==> src/rtl/timerio.sv <==
// timerio: programmable interval timer slave in the cpu11 I/O window.
// An 8-bit prescaler feeds a 16-bit down-counter with auto-reload/one-shot, TF/irq and a square-wave pin.
module timerio #(
    parameter logic [7:0]  PRE_DEFAULT    = 8'd11,
    parameter logic [15:0] RELOAD_DEFAULT = 16'hFFFF
) (
    input  logic       clk,
    input  logic       rst,
    input  logic [2:0] AD,
    input  logic [7:0] DI,
    output logic [7:0] DO,
    input  logic       rw,
    input  logic       cs,
    output logic       irq,
    output logic       tmr_out
);

    typedef enum logic [2:0] {
        REG_CTRL = 3'd0,
        REG_STAT = 3'd1,
        REG_PRE  = 3'd2,
        REG_RLDH = 3'd3,
        REG_RLDL = 3'd4,
        REG_CNTH = 3'd5,
        REG_CNTL = 3'd6,
        REG_NONE = 3'd7
    } reg_sel_t;

    logic        r_en;
    logic        r_ie;
    logic        r_oneshot;
    logic        r_tf;
    logic [7:0]  r_pre;
    logic [7:0]  r_pcnt;
    logic [7:0]  r_stage;
    logic [15:0] r_reload;
    logic [15:0] r_cnt;
    logic [7:0]  r_shadow;
    logic        r_irq;
    logic        r_tmr;

    reg_sel_t    w_sel;
    logic        w_wr;
    logic        w_rd;
    logic        w_wr_ctrl;
    logic        w_wr_stat;
    logic        w_wr_pre;
    logic        w_wr_rldh;
    logic        w_wr_rldl;
    logic        w_rd_cnth;
    logic        w_tick;
    logic        w_underflow;
    logic        w_en_next;
    logic        w_ie_next;
    logic        w_tf_next;
    logic [15:0] w_load_val;

    assign w_sel     = reg_sel_t'(AD);
    assign w_wr      = cs & ~rw;
    assign w_rd      = cs & rw;
    assign w_wr_ctrl = w_wr && (w_sel == REG_CTRL);
    assign w_wr_stat = w_wr && (w_sel == REG_STAT);
    assign w_wr_pre  = w_wr && (w_sel == REG_PRE);
    assign w_wr_rldh = w_wr && (w_sel == REG_RLDH);
    assign w_wr_rldl = w_wr && (w_sel == REG_RLDL);
    assign w_rd_cnth = w_rd && (w_sel == REG_CNTH);

    assign w_load_val  = {r_stage, DI};
    assign w_tick      = r_en && (r_pcnt == r_pre);
    assign w_underflow = w_tick && (r_cnt == 16'd0);

    // A CPU write to CTRL overrides the one-shot auto-disable on the same edge.
    assign w_en_next = w_wr_ctrl ? DI[0] :
                       (w_underflow && r_oneshot) ? 1'b0 : r_en;
    assign w_ie_next = w_wr_ctrl ? DI[1] : r_ie;
    assign w_tf_next = w_underflow ? 1'b1 :
                       (w_wr_stat && DI[0]) ? 1'b0 : r_tf;

    always_ff @(posedge clk or negedge rst) begin
        if (!rst) begin
            r_en      <= 1'b0;
            r_ie      <= 1'b0;
            r_oneshot <= 1'b0;
        end else begin
            r_en <= w_en_next;
            r_ie <= w_ie_next;
            if (w_wr_ctrl) begin
                r_oneshot <= DI[2];
            end
        end
    end

    always_ff @(posedge clk or negedge rst) begin
        if (!rst) begin
            r_tf  <= 1'b0;
            r_irq <= 1'b0;
        end else begin
            r_tf  <= w_tf_next;
            r_irq <= w_tf_next & w_ie_next;
        end
    end

    always_ff @(posedge clk or negedge rst) begin
        if (!rst) begin
            r_pre   <= PRE_DEFAULT;
            r_stage <= 8'h00;
        end else begin
            if (w_wr_pre) begin
                r_pre <= DI;
            end
            if (w_wr_rldh) begin
                r_stage <= DI;
            end
        end
    end

    // Prescaler restarts on PRE or RLD_L writes and idles at zero while disabled.
    always_ff @(posedge clk or negedge rst) begin
        if (!rst) begin
            r_pcnt <= 8'h00;
        end else if (w_wr_pre || w_wr_rldl || !r_en) begin
            r_pcnt <= 8'h00;
        end else if (w_tick) begin
            r_pcnt <= 8'h00;
        end else begin
            r_pcnt <= r_pcnt + 8'd1;
        end
    end

    always_ff @(posedge clk or negedge rst) begin
        if (!rst) begin
            r_reload <= RELOAD_DEFAULT;
            r_cnt    <= RELOAD_DEFAULT;
        end else if (w_wr_rldl) begin
            r_reload <= w_load_val;
            r_cnt    <= w_load_val;
        end else if (w_tick) begin
            r_cnt <= (r_cnt == 16'd0) ? r_reload : (r_cnt - 16'd1);
        end
    end

    always_ff @(posedge clk or negedge rst) begin
        if (!rst) begin
            r_tmr <= 1'b0;
        end else if (w_underflow) begin
            r_tmr <= ~r_tmr;
        end
    end

    // Reading CNT_H freezes the low byte so a following CNT_L read cannot tear.
    always_ff @(posedge clk or negedge rst) begin
        if (!rst) begin
            r_shadow <= 8'h00;
        end else if (w_rd_cnth) begin
            r_shadow <= r_cnt[7:0];
        end
    end

    always_comb begin
        DO = 8'h00;
        case (w_sel)
            REG_CTRL: DO = {5'b00000, r_oneshot, r_ie, r_en};
            REG_STAT: DO = {r_en, 6'b000000, r_tf};
            REG_PRE:  DO = r_pre;
            REG_RLDH: DO = r_stage;
            REG_CNTH: DO = r_cnt[15:8];
            REG_CNTL: DO = r_shadow;
            default:  DO = 8'h00;
        endcase
    end

    assign irq     = r_irq;
    assign tmr_out = r_tmr;

endmodule

==> config.mk <==
export PLATFORM = sky130hd
export DESIGN_NAME = timerio
export DESIGN_NICKNAME = d
export VERILOG_FILES = /design/src/rtl/timerio.sv
export SDC_FILE = /design/constraint.sdc
export NUM_CORES = 1
export LEC_CHECK = 0
export BUFFER_PORTS_ARGS = -buffer_cell sky130_fd_sc_hd__buf_2
export CAP_MARGIN = 20
export CORE_MARGIN = 2
export CORE_UTILIZATION = 50
export DETAILED_ROUTE_END_ITERATION = 8
export PLACE_DENSITY = 0.68
export SKIP_CTS_REPAIR_TIMING = 1
export SLEW_MARGIN = 20
export SYNTH_ARGS = -nofsm -noshare
export SYNTH_HDL_FRONTEND = slang
export SYNTH_SLANG_ARGS = --single-unit
==> constraint.sdc <==
create_clock -name clk -period 6.3 [get_ports clk]
set_clock_uncertainty 0.1 [all_clocks]
set_input_delay 0.315 -clock clk [delete_from_list [all_inputs] [get_ports clk]]
set_output_delay 0.315 -clock clk [all_outputs]
set_load 0.01 [all_outputs]
### Yosys cells after proc, flatten, opt, wreduce, memory -nomap -nowiden

Cells that the tools add are included.

| storage, ports and cells | value |
|---|---|
| output and inout port bits | 10 |
| logic and storage cells | 54 |
| input port bits | 15 |
| bits in registers | 70 |

| cells by class | value |
|---|---|
| muxes and demuxes | 11 |
| reduce and logical (&&, ||, !) cells | 17 |
| eq/ne operators | 7 |
| add/sub/neg operators | 2 |
| bitwise logic cells | 5 |

Operators with widths:

| cell | count |
|---|---|
| two-way mux 16 bit | 3 |
| one-hot mux 8 bit (6 select lines) | 1 |
| logical NOT 16 bit | 1 |
| two-way mux 8 bit | 2 |
| subtractor 16 x 1 -> 16 bit, second input constant | 1 |
| logical AND 1 bit | 10 |
| == test 3 bit, second input constant | 3 |
| adder 8 x 1 -> 8 bit, second input constant | 1 |
| == test 8 bit | 1 |
| == test 3 x 2 -> 1 bit, second input constant | 2 |
| two-way mux 1 bit | 5 |
| nonzero test 2 bit | 2 |
| bitwise AND 1 bit | 3 |
| == test 3 x 1 -> 1 bit, second input constant | 1 |
| logical NOT 3 bit | 1 |
| logical OR 1 bit | 2 |
| NOT 1 bit | 2 |
| logical NOT 1 bit | 1 |

### Longest topological paths before layout

Gate-level depths: netlist (run 1).

| logic depth | value |
|---|---|
| word-level depth | 7 |
| depth in mapped cells | 8 |
| depth with buffers taken out | 7 |

### Worst setup path before layout (run 1)

Ideal clock, no wire load.

| path | value |
|---|---|
| path type | reg-to-reg |
| start point | register r_cnt[3] |
| end point | register r_cnt[15] |
| data required time | 6127 ps |
| data arrival time | 1935 ps |
| stages on the path, launching flop included | 8 |
| period minus slack after synthesis | 2108 ps |
| setup time | 73 ps |
| setup slack | 4192 ps |
| path buffers | 2 |
| cells stage by stage | dfstp_2 buf_6 or4_4 buf_6 nor3_4 a31oi_1 or4_1 a21oi_1 |

| on the way | value |
|---|---|
| word-level cells in the longest chain between the ends | 4 |
| elaborated cells between the ends (all ways) | 5 |
| classes of those cells | add/sub: 1; mux: 3; reduce/logical: 1 |

RTL lines:

| item | RTL line | RTL |
|---|---|---|
| from (decl) | 37 | `logic [15:0] r_cnt;` |
| from (signal assigned) | 136 | `r_cnt <= w_load_val;` |
| from (signal assigned) | 138 | `r_cnt <= (r_cnt == 16'd0) ? r_reload : (r_cnt - 16'd1);` |
| subtractor 16 x 1 -> 16 bit or logical NOT 16 bit (tied branches) | 138 |  |
| two-way mux 16 bit * | 138 |  |
| two-way mux 16 bit * | 137 | `end else if (w_tick) begin` |
| two-way mux 16 bit * | 134 | `end else if (w_wr_rldl) begin` |

Mark *: on every way between the ends. The rest lies on a longest branch, timed or not. The select of a mux whose other input is x is not followed.
A chain may end at the register's enable or synchronous reset.

### Worst setup path in the final report (run 1)

| path | value |
|---|---|
| start point | register r_cnt[3] |
| end point | register r_tmr (netlist: tmr_out) |

| on the way | value |
|---|---|
| word-level cells in the longest chain between the ends | 2 |

RTL lines:

| item | RTL line | RTL |
|---|---|---|
| logical NOT 16 bit | 70 | `assign w_underflow = w_tick && (r_cnt == 16'd0);` |
| logical AND 1 bit | 70 |  |
| to (signal assigned) | 146 | `r_tmr <= ~r_tmr;` |
| to (decl) | 40 | `logic r_tmr;` |

No other way between the ends.

==> impl_results.md, run 1 <==
* Worst EP required at 6.44 ns
* Worst reg2reg path depth at 5
* Worst r2r src: r_cnt[3]
* Hold_ws at 0.0479 ns
* Critical path endpoint category: flop
* Finish-stage setup viols at 0
* Ys async rst share at 100%
* Final hold vios at 0
* Max_cap viols at 0
* Die height at 90.4 um
* Worst setup path end: tmr_out
* Initial core utilization at 51.5%
* Reg2reg setup slack at 3.68 ns
* GPL Wtd Cong at 0.877
* Layout area overhead at 9.18%
* Cell Rows at 31
* Slowest stage cell, crit path: nor4_1
* Gr ovfl total at 0
* Leakage at 1.77 nW
* Syn Nets at 396
* Most common cell after layout, fill and taps aside: nand2_1
* Worst-Skew Late Latency at 0.36 ns
* RSZ-0062 raised after global routing: no
* Placed instance count at 483
* CP Max Fanout at 13
* Clock root buffer: clkbuf_8
* Crit-path max cell delay at 0.60 ns
* DRC viols at 0
* Max VDD drop at 0.000190 V
* Ys flop type: dfstp_2
* Post-DP HPWL at 6.30 mm
* FF+latch count, synth at 70
* Pin count of the biggest net entering global routing at 71
* Achievable Freq at 381 MHz
* Min cycle time layout at 2.62 ns
* Die Area at 8180 um2
* Core area at 7250 um2
* Setup crit start: r_cnt[3]
* ANT cells at 0
* H-tree Lvls at 3
* CP Launch Type: flop
* Drt via density at 6.00
* Final period util at 41.7%
* CTS tree: built
* Antenna violations before repair at 0
* Met1 GRT Util at 32.6%
* Filler cells at 665
* Routed via count at 2989
* Worst rel slew slack at 28.3%
* PD cells at 380 nW/um2
* Seq/Total Area, Yosys at 48.1%
* GR Util met3 at 6.09%
* Worst Hold Class: in2async
* Worst-path clk slew at 0.07 ns
* Die X at 90.4 um
* Post-synthesis instance total at 378
* Syn avg cell area at 9.88 um2
* Sinks on Clock Net at 70
* Yosys warnings at 0
* Total GRT Usage at 23.4%
* Cts bufs inserted at 9
* Post-synth EDFFs at 0
* Clk buf depth at 2
* Initial DRC count at 202
* Met2 global-route usage at 35.0%
* Routed WL at 9.06 mm
* Crit-path cells: nor4_1 -> nand4_1 -> buf_4 -> or2_2 -> xnor2_1
* Non-filler cells in the finished layout at 498
* WS Path Type: reg2reg
* Most frequent cells in the layout: 66 x nand2_1, 35 x dfrtp_1, 35 x dfstp_2
* Outcome: finished clean
* Final nets at 413
* Syn Std Cell Area at 3730 um2
* GRT busiest layer: met2
* Drt first pass iters at 5
* Vias in the first global route at 2901
* Setup TNS at 0 ns
* Slew at the pin closest to its max-slew limit at 1.07 ns
* Ratio of cells with drive above 1 in the final layout at 27.1%
* Number of port buffers at 24
* Max Slew Vio Count at 0
* Antenna Nets Post-Route at 0
* First-pass GRT wire length at 15.1 mm
* Routed WL per cell at 18.2 um
* Distinct cells, synth at 55
* Crit path arrival time at 2.77 ns
* Ports at 25
* Worst r2r dst: tmr_out
-- worst max-delay path, delay by kind of cell (launching register included) --
kind                      cells  cell delay (ns)
and+or+nand+nor               3             1.48
DFF                           1             0.41
buffers and inverters         1             0.39
xor gates and xnor gates      1             0.13
-- per-layer routing --
| layer | wire length (um) | part of all wire (%) | vias to the layer above |
|---|---|---|---|
| li1 | - | - | 1390 |
| met3 | 498 | 5.5 | 20 |
| met2 | 4130 | 46 | 98 |
| met4 | 213 | 2.4 | 0 |
| met5 | 0 | 0 | - |
| met1 | 4210 | 47 | 1481 |
-- how the worst min path moves through the flow --
stage                         to         start  cells past startpoint  slack (ns)
floorplan                    irq           rst                      0       -0.08
global placement     r_reload[1]   r_reload[1]                      2        0.35
detailed placement  r_reload[15]  r_reload[15]                      2        0.35
CTS                  r_reload[1]         DI[1]                      3        0.08
global route         r_reload[6]         DI[6]                      3        0.08
finish                       irq           rst                      2        0.05
-- registers in the layout, summed over array words and instances (netlist names) --
| name | cells |
|---|---|
| r_cnt | 16 |
| r_pre | 8 |
| r_oneshot | 1 |
| r_pcnt | 8 |
| r_reload | 16 |
| r_en | 1 |
| r_ie | 1 |
| r_tf | 1 |
| irq | 1 |
| r_shadow | 8 |
| tmr_out | 1 |
| r_stage | 8 |
-- area by class of cell --
cell class,count,area (um2),share of cell area [%]
tap,99,124,3.04
timing repair buffer,27,143,3.50
sequential,70,1800,44.0
multi-input combinational,280,1830,44.9
inverter,7,26.3,0.644
clock buffer,13,149,3.65
clock inverter,2,10.0,0.245
-- report_power, final --
group          leakage [nW]  switching (mW)  total, mW  internal, mW
clock network        0.0833           0.163      0.314         0.151
registers             0.812           0.161      0.796         0.635
logic                 0.877           0.240      0.441         0.201
total                  1.77           0.564       1.55         0.987
-- stage by stage --
| stage | worst slack [ns] | power [mW] | cell area (um2) | util (%) |
|---|---|---|---|---|
| 6_report | 3.68 | 1.55 | 4080 | 56.2 |
| 2_1_floorplan | 4.19 | 1.10 | 3730 | - |
| 4_1_cts | 3.73 | 1.55 | 4080 | 56.2 |
| 3_5_place_dp | 3.75 | 1.23 | 3920 | 54.0 |
| 3_3_place_gp | 3.71 | 1.22 | 3920 | 54.0 |
| 5_1_grt | 3.47 | 1.65 | 4080 | 56.2 |
-- cells by family after synthesis --
family	synth area share (%)
buf+inv	3.25
mux	10.6
xor+xnor	4.46
fa+ha+maj	1.01
simple gates	19.1
compound gates	13.5
flops	48.1
-- Yosys cell counts (6+ instances only) --
master     n  share of area (%)
nand2_1   66                6.6
dfrtp_1   35                 23
dfstp_2   35                 25
mux2_2    25                7.5
o21ai_0   24                3.2
nor2_1    22                2.2
clkbuf_1  16                1.6
a21oi_1   15                2.0
nand3_1   15                2.0
xnor2_1   11                2.6
mux2i_1    9                2.4
xor2_1     8                1.9
inv_1      7               0.70
nor4_1     7                1.2
o211ai_1   6                1.2
Note: power is estimated with default switching activity, not from simulation.
==> run 2: changes to the inputs <==
--- a/config.mk
+++ b/config.mk
@@ -10,7 +10,7 @@
 export CORE_MARGIN = 2
 export CORE_UTILIZATION = 50
 export DETAILED_ROUTE_END_ITERATION = 8
-export PLACE_DENSITY = 0.68
+export PLACE_DENSITY = 0.7
 export SKIP_CTS_REPAIR_TIMING = 1
 export SLEW_MARGIN = 20
 export SYNTH_ARGS = -nofsm -noshare
==> constraint.sdc (replaced) <==
create_clock -name clk -period 2.4 [get_ports clk]
set_clock_uncertainty 0.1 [all_clocks]
set_input_delay 0.12 -clock clk [delete_from_list [all_inputs] [get_ports clk]]
set_output_delay 0.12 -clock clk [all_outputs]
set_load 0.01 [all_outputs]
==> run 2 against run 1 <==
Count of clock-buffer cells in the layout down 3. Setup slack got worse by 3.5 ns. Cell area grew 7.1%. Critical path depth increased by 2. Non-clock buffer count grew 19. Clock power rose to 4.1 times the previous value. Critical endpoint is now r_cnt[15].
==> impl_results.md, run 2 (same netlist as run 1, synthesis figures left out) <==
* Area occupied by multi-input gates at 1830 um2
* Setup TNS at 0 ns
* Most frequent cells in the layout: 66 x nand2_1, 35 x dfrtp_1, 35 x dfstp_2
* Post-Route Utilization at 60.2%
* Worst rel slew slack at 63.1%
* Filler cells at 633
* Antenna violations before repair at 0
* Largest registers: r_cnt x16, r_reload x16
* GPL Wtd Cong at 0.816
* Max VDD drop at 0.000543 V
* Final nets at 432
* Outcome: finished clean
* Drt via density at 5.80
* Clk buf depth at 2
* Hold_ws at 0.202 ns
* CP Launch Type: flop
* H-tree Lvls at 3
* Share of total power in combinational logic at 26.5%
* Max_cap viols at 0
* Register area at 1800 um2
* Routed via count at 3005
* Vias in the first global route at 3011
* Die X at 90.4 um
* ANT cells at 0
* Sw power at 1.50 mW
* Sinks on Clock Net at 70
* Routed WL at 9.25 mm
* Most common cell after layout, fill and taps aside: nand2_1
* Clock power frac at 28.0%
* Worst EP required at 2.59 ns
* Placement Cell Area at 4000 um2
* Sequential share of power at 45.5%
* Final Power at 4.55 mW
* RSZ-0062 raised after global routing: no
* Critical path endpoint category: flop
* DRC viols at 0
* PD cells at 1040 nW/um2
* Gr ovfl total at 0
* Post-DP HPWL at 6.45 mm
* Die Area at 8180 um2
* Initial core utilization at 51.5%
* Achievable Freq at 457 MHz
* Clock root buffer: clkbuf_8
* Switching Share at 32.9%
* Worst-Skew Late Latency at 0.36 ns
* Leakage at 1.91 nW
* Cts bufs inserted at 9
* Min cycle time layout at 2.19 ns
* Initial DRC count at 237
* Final hold vios at 0
* Worst-path clk slew at 0.08 ns
* Total internal power at 3.05 mW
* Layout area overhead at 16.9%
* Core area at 7250 um2
* Max Slew Vio Count at 0
* Crit path arrival time at 2.37 ns
* CTS tree: built
* Slew at the pin closest to its max-slew limit at 0.549 ns
* Antenna Nets Post-Route at 0
* Die height at 90.4 um
* Total GRT Usage at 23.6%
* Worst Hold Class: in2async
* Drt first pass iters at 4
* Pin count of the biggest net entering global routing at 71
* Ratio of cells with drive above 1 in the final layout at 29.1%
* Number of port buffers at 24
* Final period util at 91.1%
* Ports at 25
* Routed WL per cell at 17.9 um
* Finish-stage setup viols at 0
* Final instance area at 4370 um2
* Cell Rows at 31
* CP Max Fanout at 4
* WS Path Type: reg2reg
* First-pass GRT wire length at 15.2 mm
## run 2: changes by cell type in the layout (fill, tap and decap cells not counted), sizes merged
cell / previous run / this run
dlygate4sd3: 0 / 9
clkinv: 2 / 1
clkbuf: 13 / 10
clkinvlp: 0 / 1
buf: 27 / 37
bufinv: 0 / 4
## run 2: critical path, cell delays in order (launching register included)
cell,delay (ns)
dfstp_2,0.39
inv_1,0.12
ha_1,0.19
or3b_2,0.51
nand2_1,0.09
a31oi_1,0.08
or4_1,0.51
a21oi_1,0.14
## run 2: final timing paths
| path | slack, ns | cells after the start | endpoint | from |
|---|---|---|---|---|
| setup / recovery | 0.21 | 7 | r_cnt[15] | r_cnt[0] |
| hold / removal | 0.20 | 3 | r_ie | rst |
| setup reg to reg | 0.21 | 7 | r_cnt[15] | r_cnt[0] |
| hold reg to reg | 0.36 | 2 | r_reload[11] | r_reload[11] |
| max in group asynchronous | 1.63 | 3 | r_cnt[10] | rst |
| min in group clk | 0.25 | 6 | r_tf | cs |
## run 2: metal layers
layer | wire length, um | GRT usage [%]
met1 | 4310 | 33.0
met2 | 4260 | 36.0
met3 | 452 | 4.01
met4 | 218 | 11.2
met5 | 0 | 0
## run 2: cell type report
class                   count  area share (%)
inverters                   7           0.602
well taps                  99            2.84
flip-flops and latches     70            41.1
multi-input cells         280            41.9
clock buffers              10            3.15
repair buffers             46            7.34
clock inverters             6            3.04
## run 2: stage by stage
stage / cells / setup WS [ns]
floorplan: 378 / 0.292
global placement: 493 / 0.251
detailed placement: 493 / 0.171
CTS: 509 / 0.139
global route: 518 / 0.0490
finish: 518 / 0.212
## run 2: power by group through the flow
stage | sequential (mW) | clock [mW] | combinational (mW)
floorplan | 1.92 | 0 | 0.953
global placement | 2.05 | 0 | 1.15
detailed placement | 2.07 | 0 | 1.18
CTS | 2.05 | 1.29 | 1.19
global route | 2.12 | 1.33 | 1.36
finish | 2.07 | 1.28 | 1.21
==> run 3: changes to the inputs <==
--- a/config.mk
+++ b/config.mk
@@ -7,10 +7,13 @@
 export LEC_CHECK = 0
 export BUFFER_PORTS_ARGS = -buffer_cell sky130_fd_sc_hd__buf_2
 export CAP_MARGIN = 20
+export CELL_PAD_IN_SITES_DETAIL_PLACEMENT = 1
+export CELL_PAD_IN_SITES_GLOBAL_PLACEMENT = 1
 export CORE_MARGIN = 2
-export CORE_UTILIZATION = 50
+export CORE_UTILIZATION = 43
 export DETAILED_ROUTE_END_ITERATION = 8
-export PLACE_DENSITY = 0.7
+export GPL_ROUTABILITY_DRIVEN = 0
+export PLACE_DENSITY_LB_ADDON = 0.1
 export SKIP_CTS_REPAIR_TIMING = 1
 export SLEW_MARGIN = 20
 export SYNTH_ARGS = -nofsm -noshare
==> run 3 against run 2 <==
First-iteration DRC count decreased by 43%. Sequential power about the same. Hold slack improved by 0.013 ns. Clock power decreased by 25%. Setup slack got worse by 0.079 ns. Sequential share of layout area increased by 0.62 points. Utilization decreased by 8.4 points. Cell count increased by 0.97%. Via count increased by 1.9%. Combinational power about the same. Die area increased by 16%. Wire length increased by 10%. Critical path type unchanged. Largest cell class unchanged.
==> impl_results.md, run 3 (same netlist as run 1, synthesis figures left out) <==
* Drt via density at 5.85
* Layout area overhead at 15.2%
* Initial core utilization at 45.0%
* Routed via count at 3061
* Number of port buffers at 24
* Final Power at 4.26 mW
* Min cycle time layout at 2.27 ns
* Worst EP required at 2.57 ns
* Final hold vios at 0
* Clock root buffer: clkbuf_8
* Worst reg2reg path depth at 5
* CTS tree: built
* Hold_ws at 0.215 ns
* Pin count of the biggest net entering global routing at 71
* CP Max Fanout at 9
* Die Area at 9450 um2
* DRC viols at 0
* Instance count on the critical path at 5
* Worst-path clk slew at 0.07 ns
* Routed WL per cell at 19.5 um
* Final period util at 94.5%
* Crit-path cells: xnor2_1 -> nand4_1 -> or3_1 -> or4_1 -> a21oi_1
* Ports at 25
* Crit path arrival time at 2.44 ns
* Worst-Skew Late Latency at 0.35 ns
* Core area at 8300 um2
* Crit-path max cell delay at 0.58 ns
* Most frequent cells in the layout: 66 x nand2_1, 35 x dfrtp_1, 35 x dfstp_2
* Slew at the pin closest to its max-slew limit at 0.518 ns
* Leakage at 1.87 nW
* WS Path Type: reg2reg
* Cell Rows at 33
* Post-Route Utilization at 51.8%
* Ratio of cells with drive above 1 in the final layout at 28.5%
* CP Launch Type: flop
* Most common cell after layout, fill and taps aside: nand2_1
* Antenna violations before repair at 0
* Die X at 97.2 um
* RSZ-0062 raised after global routing: no
* Reg2reg setup slack at 0.13 ns
* Die height at 97.2 um
* Max_cap viols at 0
* Largest delay share family, worst path: simple AND/OR/NAND/NOR gates
* Achievable Freq at 441 MHz
* Worst rel slew slack at 65.4%
* Finish-stage setup viols at 0
* Drt first pass iters at 4
* Cts bufs inserted at 9
* Total GRT Usage at 22.8%
* Filler cells at 953
* Critical path endpoint category: flop
* Largest registers: r_cnt x16, r_reload x16
* Worst Hold Class: in2async
* ANT cells at 0
* Gr ovfl total at 0
* Final nets at 431
* Max VDD drop at 0.000373 V
* Outcome: finished clean
* Slowest stage cell, crit path: or4_1
* Antenna Nets Post-Route at 0
* Setup TNS at 0 ns
* Max Slew Vio Count at 0
* Initial DRC count at 134
* CP Buf/Inv Count at 0
* Post-DP HPWL at 7.28 mm
* PD cells at 990 nW/um2
* Vias in the first global route at 3192
* H-tree Lvls at 3
* Clk buf depth at 2
* Routed WL at 10.2 mm
* Sinks on Clock Net at 70
* First-pass GRT wire length at 17.0 mm
## run 3: area by class of cell
cell class	count	area, um2	share of cell area, %
Clock buffer	10	138	3.20
Clock inverter	6	61.3	1.43
Inverter	7	26.3	0.611
Multi-Input combinational cell	280	1820	42.4
Sequential cell	70	1800	41.7
Tap cell	105	131	3.05
Timing Repair Buffer	45	325	7.56
## run 3: worst min-delay path, delay by kind of cell
family,cells,cell delay (ns)
buffers and inverters,3,0.95
## run 3: through the flow
step	std cells	cell area (um2)	setup WS, ns
final	523	4300	0.133
after detailed placement	498	4010	0.145
after CTS	514	4210	0.122
after global routing	523	4300	0.00631
after global placement	498	4010	0.224
after floorplan	378	3730	0.292
## run 3: final timing paths
path / startpoint / endpoint
hold reg to reg: r_reload[11] / r_reload[11]
hold / removal: rst / irq
setup / recovery: r_pre[1] / r_cnt[15]
min in group clk: AD[2] / r_reload[15]
max in group asynchronous: rst / r_reload[15]
setup reg to reg: r_pre[1] / r_cnt[15]
## run 3: power breakdown
part	switching, mW	internal (mW)	total, mW
Clock	0.461	0.503	0.963
Sequential	0.393	1.67	2.06
Combinational	0.670	0.566	1.24
Total	1.52	2.73	4.26
## run 3: layer usage
layer | track usage, % | vias to the layer above | part of all wire, %
li1 | - | 1429 | -
met1 | 32.5 | 1554 | 47
met2 | 36.2 | 67 | 48
met3 | 3.02 | 11 | 3.7
met4 | 6.93 | 0 | 1.4
met5 | 0 | - | 0
